### src/rtl/dmem_arbiter.sv
// dmem_arbiter: shares one single-ported 64-bit data memory between the
// pipeline memory stage (requester 0) and the loader/debug port (requester 1).
// Requests are serialised round-robin, range-checked locally, and each one
// completes with a single-cycle done pulse carrying read data and error.
//
// state     | meaning
// ----------+-----------------------------------------------------------
// ST_IDLE   | no owner; arbitrate and latch the winning request
// ST_ACCESS | drive memory enables for the latched request, capture result
// ST_RESP   | pulse done to the owner, advance round-robin pointer, count
module dmem_arbiter #(
    parameter int MEM_DEPTH = 1024,
    parameter int CNT_W     = 16
) (
    input  logic             clk,
    input  logic             rst,
    input  logic             r0_req,
    input  logic             r0_wr,
    input  logic [63:0]      r0_addr,
    input  logic [63:0]      r0_wdata,
    output logic             r0_gnt,
    output logic             r0_done,
    output logic [63:0]      r0_rdata,
    output logic             r0_err,
    input  logic             r1_req,
    input  logic             r1_wr,
    input  logic [63:0]      r1_addr,
    input  logic [63:0]      r1_wdata,
    output logic             r1_gnt,
    output logic             r1_done,
    output logic [63:0]      r1_rdata,
    output logic             r1_err,
    output logic [63:0]      mem_Add,
    output logic             mem_wEn,
    output logic             mem_rEn,
    output logic [63:0]      mem_valA,
    input  logic [63:0]      mem_valM,
    input  logic             mem_err,
    output logic             busy,
    output logic [CNT_W-1:0] access_cnt
);

    typedef enum logic [1:0] {
        ST_IDLE   = 2'd0,
        ST_ACCESS = 2'd1,
        ST_RESP   = 2'd2
    } state_t;

    state_t           r_state;
    state_t           w_state_nxt;
    logic             r_rr;
    logic             r_sel;
    logic             r_wr;
    logic [63:0]      r_addr;
    logic [63:0]      r_wdata;
    logic [63:0]      r_rdata;
    logic             r_err;
    logic [CNT_W-1:0] r_cnt;

    logic             w_take;
    logic             w_pick;
    logic             w_in_range;
    logic             w_rd_ok;

    // Full 64-bit compare so that high address bits can never alias into range.
    assign w_in_range = (r_addr < 64'(MEM_DEPTH));
    assign w_rd_ok    = ~r_wr & w_in_range;

    // Next-state logic and arbitration: pointer breaks ties, lone requester wins outright.
    always_comb begin
        w_state_nxt = r_state;
        w_take      = 1'b0;
        w_pick      = r_rr;
        case (r_state)
            ST_IDLE: begin
                if (r0_req && r1_req) begin
                    w_take = 1'b1;
                    w_pick = r_rr;
                end else if (r0_req) begin
                    w_take = 1'b1;
                    w_pick = 1'b0;
                end else if (r1_req) begin
                    w_take = 1'b1;
                    w_pick = 1'b1;
                end
                if (w_take) begin
                    w_state_nxt = ST_ACCESS;
                end
            end
            ST_ACCESS: w_state_nxt = ST_RESP;
            ST_RESP:   w_state_nxt = ST_IDLE;
            default:   w_state_nxt = ST_IDLE;
        endcase
    end

    // State register plus transaction latch, result capture and bookkeeping.
    always_ff @(posedge clk) begin
        if (rst) begin
            r_state <= ST_IDLE;
            r_rr    <= 1'b0;
            r_sel   <= 1'b0;
            r_wr    <= 1'b0;
            r_addr  <= '0;
            r_wdata <= '0;
            r_rdata <= '0;
            r_err   <= 1'b0;
            r_cnt   <= '0;
        end else begin
            r_state <= w_state_nxt;
            if (w_take) begin
                r_sel   <= w_pick;
                r_wr    <= w_pick ? r1_wr    : r0_wr;
                r_addr  <= w_pick ? r1_addr  : r0_addr;
                r_wdata <= w_pick ? r1_wdata : r0_wdata;
            end
            if (r_state == ST_ACCESS) begin
                r_rdata <= w_rd_ok ? mem_valM : '0;
                r_err   <= ~w_in_range | mem_err;
            end
            if (r_state == ST_RESP) begin
                r_rr  <= ~r_sel;
                r_cnt <= r_cnt + CNT_W'(1);
            end
        end
    end

    // Memory strobes, grants and the per-requester response steering.
    always_comb begin
        mem_wEn  = 1'b0;
        mem_rEn  = 1'b0;
        r0_gnt   = 1'b0;
        r1_gnt   = 1'b0;
        r0_done  = 1'b0;
        r1_done  = 1'b0;
        r0_rdata = '0;
        r1_rdata = '0;
        r0_err   = 1'b0;
        r1_err   = 1'b0;
        if (r_state == ST_ACCESS) begin
            mem_wEn = r_wr & w_in_range;
            mem_rEn = w_rd_ok;
        end
        if (r_state != ST_IDLE) begin
            r0_gnt = ~r_sel;
            r1_gnt = r_sel;
        end
        if (r_state == ST_RESP) begin
            if (r_sel) begin
                r1_done  = 1'b1;
                r1_rdata = r_rdata;
                r1_err   = r_err;
            end else begin
                r0_done  = 1'b1;
                r0_rdata = r_rdata;
                r0_err   = r_err;
            end
        end
    end

    assign mem_Add    = r_addr;
    assign mem_valA   = r_wdata;
    assign busy       = (r_state != ST_IDLE);
    assign access_cnt = r_cnt;

endmodule

### config.mk
export PLATFORM = sky130hd
export DESIGN_NAME = dmem_arbiter
export DESIGN_NICKNAME = d
export VERILOG_FILES = /design/src/rtl/dmem_arbiter.sv
export SDC_FILE = /design/constraint.sdc
export NUM_CORES = 1
export LEC_CHECK = 0
export ABC_AREA = 1
export CAP_MARGIN = 15
export CORE_AREA = 2 2 236 238
export DETAILED_ROUTE_END_ITERATION = 8
export DIE_AREA = 0 0 238 240
export GPL_TIMING_DRIVEN = 0
export HOLD_SLACK_MARGIN = 0.02
export PLACE_DENSITY = 0.42
export SYNTH_ARGS = -nofsm -noshare
export SYNTH_HDL_FRONTEND = slang
export SYNTH_SLANG_ARGS = --single-unit
export TNS_END_PERCENT = 1
### constraint.sdc
create_clock -name clk -period 3.35 [get_ports clk]
set_input_delay 0.335 -clock clk [delete_from_list [all_inputs] [get_ports clk]]
set_output_delay 0.335 -clock clk [all_outputs]
set_load 0.005 [all_outputs]
* After elaboration in Yosys (flattened, before gate mapping) *
Cells that the tools add are included.

cells by class
  reductions and logical operators = 3
  $lt $le $gt $ge = 1
  bitwise operators = 6
  $add $sub $neg = 1
  equality and inequality tests = 3
  mux-type cells = 31

operator list
  operator                                                                number
  64-bit two-way mux                                                      7
  64-bit by 11-bit < comparator with 1-bit output, second input constant  1
  1-bit two-way mux                                                       22
  16-bit by 1-bit adder with 16-bit output, second input constant         1
  2-bit one-hot mux with 2 select lines                                   1
  1-bit inverter                                                          3
  1-bit bitwise AND                                                       2
  2-bit by 1-bit equality test with 1-bit output, second input constant   1
  2-bit equality test, second input constant                              1
  2-bit zero test                                                         1
  2-bit two-way mux                                                       1
  2-bit by 1-bit != test with 1-bit output, second input constant         1
  2-bit nonzero test                                                      1
  1-bit logical AND                                                       1
  1-bit bitwise OR                                                        1

storage, ports and cells
  flip-flop bits (word level) = 214
  output and inout bits = 281
  logic and storage cells = 54

* Longest topological paths before layout *
  depth in word-level cells = 6
  mapped depth = 9
  depth with buffers taken out = 8

* Least setup slack after synthesis *
OpenSTA, ideal clock, no wires.

  kind = register to output
  start point = register r_state[1]
  end point = output port r0_rdata[13]
  data arrival time = 1303 ps
  required time = 3015 ps
  cell stages (with the launch flop) = 9
  path slack = 1712 ps
  cells stage by stage = dfxtp_1 -> inv_1 -> nor2_4 -> inv_2 -> nor2_1 -> inv_1 -> buf_2 -> buf_6 -> nor2_1

on the way
  cells in the longest elaborated chain, start to end = 2

ends and longest elaborated chain
  what                    RTL line  RTL
  from (decl)             49        state_t r_state;
  from (signal assigned)  109       r_state <= w_state_nxt;
  2-bit equality test     147       if (r_state == ST_RESP) begin
  64-bit two-way mux      147
  to (decl)               23        output logic [63:0] r0_rdata,

Every way passes these cells.

* Final worst setup path *
  start point = register r_state[1]
  end point = output port r1_rdata[55]

on the way
  cells in the longest elaborated chain, start to end = 2

ends and longest elaborated chain
  what                 RTL line  RTL
  2-bit equality test  147
  64-bit two-way mux   147
  to (decl)            31        output logic [63:0] r1_rdata,

Every way passes these cells.

==> results by group <==
Logic synthesis
  – Post-synth top cells: inv_1, nand2_1, dfxtp_1
  – Syn_nets: between 1500 and 2000
  – Ys async rst share: 0
  – Biggest area consumer among synthesized cells: dfxtp_1
  – Post-synth EDFFs: 0
  – Top cells by area, synth: dfxtp_1, a21oi_1, inv_1
  – #FFs+latches synth: between 200 and 250
  – Top-count cell post-synth: inv_1
  – Mean Syn Cell Area: around 6.7 um2
  – Synth unique cells: 27
  – Register area share after synthesis: 0.415
  – Top-area cell type share of the netlist area: 0.415
  – Mapped cell area: 0.0103 mm2
  – Syn Inst Count: 1534
  – Main synth FF type: dfxtp_1
  – Warnings, synthesis: 0

Timing
  – Pins Over Slew Limit: 0
  – Fmax: 0.315 GHz
  – Finish-stage setup viols: 0
  – Slew Limit Headroom: 0.428
  – Final hold violations: 0
  – Setup Total Neg Slack: 0 ns
  – Fin Clk Skew: around 0.027 ns
  – Post-layout minimum cycle time: between 3 and 4 ns
  – RSZ-0062 raised after global routing: true
  – Period utilization: 0.949
  – Worst-Margin Slew: around 0.86 ns

Place
  – Cell Area, Placed: about 0.017 mm2
  – Detailed Place HPWL: between 50000 and 60000 um
  – PortBufs: 606
  – GP Congestion: around 0.9

Global routing
  – Number of global-route vias before repair: around 13000
  – Global Route Usage Sum: 0.212
  – Pin count of the biggest net entering global routing: 15
  – First-pass GRT wire length: about 88000 um
  – Initial antenna violation count: 19
  – Grt ovf: 0

Clocking
  – CTS max path bufs: 3
  – Clock slew at reported path FFs: around 0.06 ns
  – Worst-Skew Late Latency: around 0.57 ns
  – CTS tree: done
  – H-tree level count: 1
  – Num CTS Buffers: 29
  – Post-CTS Setup Bufs: 0
  – Hold buffer count at CTS: 0
  – Root Buffer: clkbuf_16
  – Sink Count: roughly 210

Run
  – Max-Cap Viols: 0

Routing
  – DRT antenna net count: 0
  – Drt drc: 0
  – Via count: around 13000
  – DRT Pass-1 Iters: 4
  – Initial DRC Count: 550
  – Routed WL per cell: 21.5 um
  – Total wire length: 62500 um
  – Post-DR vias/cell: between 4 and 5

Hold path
  – Min-delay src: rst
  – End of the worst hold path: r_state[0]
  – Worst hold path class: input pin to flip-flop
  – Hold Path Cell Cnt: 2

Layout
  – # fillers: just under 6000
  – Final Cell Area: between 0.015 and 0.02 mm2
  – Final core occ: 0.335
  – Layout cells sized above 1: 0.0625
  – Area growth syn-to-layout: 77.4%
  – Post-layout nets: about 2500

Floorplanning
  – Full die area: between 0.05 and 0.06 mm2
  – Initial Utilization: 0.189
  – # rows: 86
  – IO Pins: 608
  – Core area: about 0.055 mm2
  – Die Ht: 240 um
  – Die width: 238 um

Setup path
  – R2R Setup Slk: 1.29 ns
  – WP data required: 3.01 ns
  – Crit path capture type: output port
  – Crit Reg-Reg Endpoint: mem_Add[15]
  – Worst reg-to-reg path cell count: 7
  – Critical path launch point type: flip-flop
  – Kind of critical path: flip-flop to output port
  – CP arrival: about 2.8 ns
  – Maximum fanout along the worst path: 10
  – Reg-to-Reg Start: r_state[0]

Outcome
  – Status: finished, final reports clean

Pwr
  – Peak VDD IR: 332 uV
  – Leak Pwr: 0.00740 uW
  – P per Cell Area: 420 mW/mm2
[where the power goes]
| group | leakage (uW) | switching [uW] | internal (uW) |
|---|---|---|---|
| Clock | 0.000472 | 1250 | 1850 |
| Combinational | 0.00517 | 863 | 863 |
| Sequential | 0.00175 | 132 | 2730 |
| Total | 0.00740 | 2240 | 5440 |
[cell families (layout without fill, tap and decap cells)]
group / Yosys count / in the layout / share of synthesized area
fa+ha+maj: 1 / 1 / 0.00121
xor+xnor: 1 / 1 / 0.000849
other cells: 0 / 7 / 0
simple gates: 607 / 607 / 0.259
buf+inv: 353 / 1012 / 0.149
flops: 214 / 214 / 0.415
compound gates: 358 / 358 / 0.175
[cell usage in the layout (no fill, tap or decap), types with 2 or more instances in the layout]
cell type | netlist | layout
clkinv_2 | 0 | 3
nand3_1 | 128 | 128
nor2_2 | 5 | 7
nand2_1 | 215 | 215
buf_4 | 3 | 4
nor2_1 | 174 | 168
o21ai_1 | 43 | 43
clkbuf_1 | 48 | 55
nor2_4 | 3 | 7
o21ai_0 | 106 | 106
buf_2 | 49 | 46
nand3b_1 | 2 | 2
buf_6 | 18 | 18
inv_1 | 230 | 230
clkbuf_16 | 0 | 29
clkbuf_8 | 0 | 12
nor3_1 | 10 | 10
dfxtp_1 | 214 | 214
clkdlybuf4s50_1 | 0 | 595
clkbuf_4 | 0 | 2
a21oi_1 | 205 | 205
diode_2 | 0 | 7
dlymetal6s2s_1 | 0 | 11
nand4_1 | 68 | 68
inv_2 | 4 | 4
[timing repair]
action,CTS,global route
resized for setup,5,19
setup endpoints to repair,4,18
gates cloned,0,0
[layer usage]
| layer | vias up | routed length [um] | GRT usage |
|---|---|---|---|
| met5 | - | 130 | 0 |
| met4 | 20 | 2170 | 0.0657 |
| met3 | 98 | 6270 | 0.0860 |
| met2 | 497 | 31800 | 0.402 |
| met1 | 5845 | 22100 | 0.209 |
| li1 | 6232 | - | - |
[sequential cells by signal (all words and copies together) (netlist names)]
| signal | flops |
|---|---|
| r_wr | 1 |
| r_state | 2 |
| r_sel | 1 |
| mem_Add | 64 |
| r_rdata | 64 |
| mem_valA | 64 |
| r_rr | 1 |
| r_err | 1 |
| access_cnt | 16 |
[through the flow]
stage / worst slack [ns] / power, uW / cells / hold WS [ns]
after floorplan: 1.71 / 3490 / 1534 / 0.444
after global placement: 0.458 / 4670 / 2844 / 0.452
after detailed placement: 0.435 / 4660 / 2844 / 0.456
after CTS: 0.00159 / 7810 / 2897 / 0.202
after global routing: -0.0491 / 8080 / 2902 / 0.215
final: 0.172 / 7690 / 2904 / 0.212
[how the worst max path moves through the flow]
stage / from / to / slack [ns] / cells past startpoint
6_report: r_state[1] / r1_rdata[55] / 0.17 / 9
5_1_grt: r_state[1] / r1_rdata[55] / -0.05 / 9
4_1_cts: mem_Add[16] / mem_wEn / 0.002 / 9
3_5_place_dp: mem_Add[16] / mem_wEn / 0.44 / 9
3_3_place_gp: mem_Add[16] / mem_wEn / 0.46 / 9
2_1_floorplan: r_state[1] / r0_rdata[13] / 1.71 / 8
[layout make-up]
| cell class | instances | area, um2 | area share |
|---|---|---|---|
| multi-input combinational | 967 | 4540 | 0.248 |
| antenna | 7 | 17.5 | 0.000957 |
| clock inverter | 5 | 32.5 | 0.00178 |
| tap | 704 | 881 | 0.0481 |
| buffer | 119 | 662 | 0.0362 |
| timing repair buffer | 606 | 6090 | 0.333 |
| sequential | 214 | 4280 | 0.234 |
| inverter | 234 | 878 | 0.0480 |
| clock buffer | 48 | 917 | 0.0501 |
[worst max-delay path, stage by stage, from the launching register on]
cell and delay, ns:
dfxtp_1 0.40, inv_1 0.09, nor2_4 0.22, inv_2 0.08
nor2_2 0.15, inv_1 0.07, clkbuf_4 0.24, buf_2 0.24
nor2_1 0.23, clkdlybuf4s50_1 0.56
Note: power is estimated with default switching activity, not from simulation.
